### src/rtl/uart_tx_main.sv
// UART transmitter: serialises a DBIT-wide word as start / data (LSB first) / stop
// on a 16x oversampling tick derived from the system clock. All outputs are registered.
module uart_tx_main #(
   parameter int DBIT     = 8,
   parameter int SB_TICK  = 16,
   parameter int BAUD_DIV = 651
) (
   input  logic            clk,
   input  logic            reset,
   input  logic            tx_start,
   input  logic [DBIT-1:0] tx_din,
   output logic            tx,
   output logic            tx_busy,
   output logic            tx_done_tick
);

   localparam int BDW = (BAUD_DIV > 2) ? $clog2(BAUD_DIV) : 1;
   localparam int BCW = (DBIT > 2) ? $clog2(DBIT) : 1;

   typedef enum logic [1:0] {
      S_IDLE  = 2'd0,
      S_START = 2'd1,
      S_DATA  = 2'd2,
      S_STOP  = 2'd3
   } state_t;

   state_t          state_q;
   logic [BDW-1:0]  baud_q;
   logic [BDW-1:0]  baud_d;
   logic [4:0]      tick_q;
   logic [BCW-1:0]  bit_q;
   logic [DBIT-1:0] shreg_q;
   logic            tx_q;
   logic            busy_q;
   logic            done_q;
   logic            s_tick;

   always_comb begin
      s_tick = (baud_q == BDW'(BAUD_DIV - 1));
      baud_d = s_tick ? '0 : baud_q + BDW'(1);
   end

   // Outputs are assigned together with the transition so they line up with state_q.
   always_ff @(posedge clk) begin
      if (reset) begin
         state_q <= S_IDLE;
         baud_q  <= '0;
         tick_q  <= '0;
         bit_q   <= '0;
         shreg_q <= '0;
         tx_q    <= 1'b1;
         busy_q  <= 1'b0;
         done_q  <= 1'b0;
      end else begin
         baud_q <= baud_d;
         done_q <= 1'b0;
         case (state_q)
            S_IDLE: begin
               tx_q   <= 1'b1;
               busy_q <= 1'b0;
               if (tx_start) begin
                  shreg_q <= tx_din;
                  tick_q  <= '0;
                  baud_q  <= '0;
                  state_q <= S_START;
                  tx_q    <= 1'b0;
                  busy_q  <= 1'b1;
               end
            end
            S_START: begin
               if (s_tick) begin
                  if (tick_q == 5'd15) begin
                     tick_q  <= '0;
                     bit_q   <= '0;
                     state_q <= S_DATA;
                     tx_q    <= shreg_q[0];
                  end else begin
                     tick_q <= tick_q + 5'd1;
                  end
               end
            end
            S_DATA: begin
               if (s_tick) begin
                  if (tick_q == 5'd15) begin
                     tick_q  <= '0;
                     shreg_q <= shreg_q >> 1;
                     if (bit_q == BCW'(DBIT - 1)) begin
                        state_q <= S_STOP;
                        tx_q    <= 1'b1;
                     end else begin
                        bit_q <= bit_q + BCW'(1);
                        tx_q  <= shreg_q[1];
                     end
                  end else begin
                     tick_q <= tick_q + 5'd1;
                  end
               end
            end
            S_STOP: begin
               if (s_tick) begin
                  if (tick_q == 5'(SB_TICK - 1)) begin
                     tick_q  <= '0;
                     state_q <= S_IDLE;
                     tx_q    <= 1'b1;
                     busy_q  <= 1'b0;
                     done_q  <= 1'b1;
                  end else begin
                     tick_q <= tick_q + 5'd1;
                  end
               end
            end
            default: begin
               state_q <= S_IDLE;
               tx_q    <= 1'b1;
               busy_q  <= 1'b0;
            end
         endcase
      end
   end

   assign tx           = tx_q;
   assign tx_busy      = busy_q;
   assign tx_done_tick = done_q;

endmodule

### config.mk
export PLATFORM = sky130hd
export DESIGN_NAME = uart_tx_main
export DESIGN_NICKNAME = d
export VERILOG_FILES = /design/src/rtl/uart_tx_main.sv
export SDC_FILE = /design/constraint.sdc
export NUM_CORES = 1
export LEC_CHECK = 0
export CORE_UTILIZATION = 51
export DETAILED_ROUTE_END_ITERATION = 12
export GPL_TIMING_DRIVEN = 0
export PLACE_DENSITY = 0.85
export SLEW_MARGIN = 5
export SYNTH_ARGS = -nofsm -noshare
export SYNTH_HDL_FRONTEND = slang
export SYNTH_SLANG_ARGS = --single-unit
### constraint.sdc
create_clock -name clk -period 2.05 [get_ports clk]
set_input_delay 0.3075 -clock clk [delete_from_list [all_inputs] [get_ports clk]]
set_output_delay 0.3075 -clock clk [all_outputs]
set_load 0.03 [all_outputs]
==> flow_summary.json <==
{
  "status": "finished with violations",
  "violations": "setup timing",
  "drc": 0,
  "reg2regPathDepth": 4,
  "hold_viol": 0,
  "rsz0062_at_grt": "yes",
  "wl_mm": 3.46,
  "synth_compound_area_share_pct": 17.9,
  "drive_gt1_share_pct": 25.5,
  "cp_cell_sequence": "or4b_4, or4_4, or4_1, a21oi_2",
  "numClockSinks": 31,
  "setup_slack_ns": -0.00599,
  "num_vias": 1451,
  "slew_headroom_pct": 54.4,
  "worst_hold_slack_ns": 0.477,
  "hpwl_mm": 2.25,
  "rows": 20,
  "drtIter0Drc": 43,
  "drv_cap": 0,
  "dp_slack_ns": -0.0687,
  "ctsHoldBuffers": 0,
  "avgSynthCellArea_um2": 8.92,
  "clk_pin_slew_ns": 0.10,
  "start_kind": "flop",
  "slowest_stage": "or4b_4",
  "die_w_um": 58.7,
  "synth_edf_count": 0,
  "cts_tree": "done",
  "crit_type": "reg2reg",
  "wl_per_cell_um": 13.5,
  "rrSetupSlack_ns": -0.006,
  "synth_top_family_by_area": "simple AND/OR/NAND/NOR gates",
  "slew_violations": 0,
  "synth_fp_nets": 205,
  "grt_pass1_wl_mm": 5.89,
  "die_area_mm2": 0.00345,
  "htree_levels": 2,
  "detail_route.first_pass.iterations": 4,
  "ys.flop_type": "dfxtp_1",
  "ioPinCount": 14,
  "synth_adder_area_share_pct": 7.62,
  "ys_seq_elements": 31,
  "fin_worst_skew_ns": 0.00828,
  "track_usage_pct": 22.7,
  "period_minus_slack_ns": 2.06,
  "nets": 233,
  "insertion_delay_ns": 0.33,
  "final_area_mm2": 0.00207,
  "synth_cell_types": 41,
  "synth-simple-area-share_pct": 22.0,
  "final_util_pct": 67.7,
  "setup_tns_ns": -0.00599,
  "ant_nets": 0,
  "vias_per_cell": 5.67,
  "min_path_type": "reg2reg",
  "dp.cells": 241,
  "antennaDiodeCount": 0,
  "synth_top_area_share_pct": 37.8,
  "synthCells": 184,
  "synth_area_mm2": 0.00164,
  "crit_path_end_kind": "flop",
  "cts_buffers": 5,
  "core-area_mm2": 0.00305,
  "fin_crit_sh_pct": 100,
  "post_dp_cell_area_mm2": 0.00183,
  "grt_max_degree": 11,
  "ctsLongestPathBuffers": 2,
  "final_cells": 256,
  "report.power.total_mw": 1.80,
  "async_flop_share_pct": 0,
  "leakage_nw": 0.732,
  "min_path_cells": 2,
  "powerDensity_mw_per_mm2": 870,
  "crit_required_ns": 2.32,
  "ir_drop_uv": 539,
  "path_max_fanout": 5,
  "max_freq_mhz": 486,
  "synth-xor-area-share_pct": 3.73,
  "area_growth_pct": 25.9,
  "worst_slew_pin_slew_ns": 0.680,
  "synth-seq-area-share_pct": 37.8,
  "fill_cells": 249,
  "yosys.area.top_type": "dfxtp_1",
  "gr-total-overflow": 0,
  "first_global_vias": 1384,
  "port_buffers": 13,
  "setup_viol": 1,
  "die_h_um": 58.7,
  "routabilityCongestion": 0.867,
  "arrival_ns": 2.32,
  "clock-root-buffer": "clkbuf_4",
  "start_util_pct": 53.8,
  "synth_area_leaders": "dfxtp_1, ha_1, a211oi_1",
  "synthMuxAreaShare_pct": 5.41,
  "worst_path_largest_cell_delay_ns": 0.54,
  "antenna_found_initial": 0,
  "synth_warnings": 0
}
[area by class of cell]
cell class	count	area [um2]	area share, %
multi-input combinational	131	1040	50.2
clock inverter	1	5.00	0.242
buffer	8	45.0	2.18
clock buffer	6	51.3	2.48
tap	44	55.1	2.66
inverter	13	48.8	2.36
sequential	31	628	30.4
timing repair buffer	22	195	9.44
[cells in the mapped netlist, types with 2 or more instances]
cell        n
inv_1      13
buf_1       2
xor2_1      4
nand2_1     7
or4_1       2
ha_1       10
o21ai_0     5
o31ai_1     2
dfxtp_1    31
or3_1       5
nand2b_1    2
a21oi_1    10
nor3_1      5
nand3_1     9
nor2b_1     3
and2_1      3
nor2_1     11
nor3b_1     2
clkbuf_1    6
nor4_1      2
xnor2_1     3
o21a_1      2
mux2_2      7
a211oi_1   16
nand4_1     2
nand3b_1    4
a2111oi_0   2
[critical path, delay by kind of cell, from the launching register on]
kind / cells / cell delay [ns]
flops: 1 / 0.33
simple gates: 3 / 1.52
compound gates: 1 / 0.15
[cells by family (layout without fill, tap and decap cells)]
logic type,after synthesis,count (layout)
buf+inv,22,50
flops,31,31
mux,8,8
compound gates,43,43
xor+xnor,7,7
fa+ha+maj,10,10
simple gates,63,63
[final timing paths]
kind                                start                       to
setup / recovery     baud_q[6]$_SDFF_PP0_    bit_q[0]$_SDFFE_PP0P_
hold / removal    shreg_q[3]$_SDFFE_PP0P_  shreg_q[3]$_SDFFE_PP0P_
setup reg to reg     baud_q[6]$_SDFF_PP0_    bit_q[0]$_SDFFE_PP0P_
hold reg to reg   shreg_q[3]$_SDFFE_PP0P_  shreg_q[3]$_SDFFE_PP0P_
[routing by layer]
metal	GRT usage, %	wire length, um	up-vias
met3	5.93	120	7
met2	35.7	1580	28
li1	-	-	727
met5	0	0	-
met4	11.9	55	0
met1	28.6	1700	689
[power by group]
| part | switching [mW] | internal (mW) |
|---|---|---|
| clock | 0.205 | 0.159 |
| sequential | 0.0603 | 0.702 |
| combinational | 0.384 | 0.289 |
[cell usage in the layout (no fill, tap or decap), drive strengths merged, types with 7 or more instances in the layout]
cell           netlist  routed
ha                  10      10
a211oi              16      16
nand3                9       9
buf                  3      11
dfxtp               31      31
inv                 13      13
clkdlybuf4s50        0      13
mux2                 7       7
a21oi               10      10
clkbuf               6      12
nand2                7       7
nor2                11      11
[flip-flops by register name, indices dropped and copies added, names as in the netlist]
register	cells
tick_q	5
bit_q	3
tx_done_tick	1
baud_q	10
state_q	2
tx_busy	1
shreg_q	8
tx	1
[repair_timing]
item	CTS	global route
endpoints found under the hold margin	0	0
setup endpoints to repair	24	17
cloned	1	0
pin swaps	4	5
buffers inserted	4	4
gates resized for setup	18	16
No activity file was read; power rests on OpenSTA's default activity.
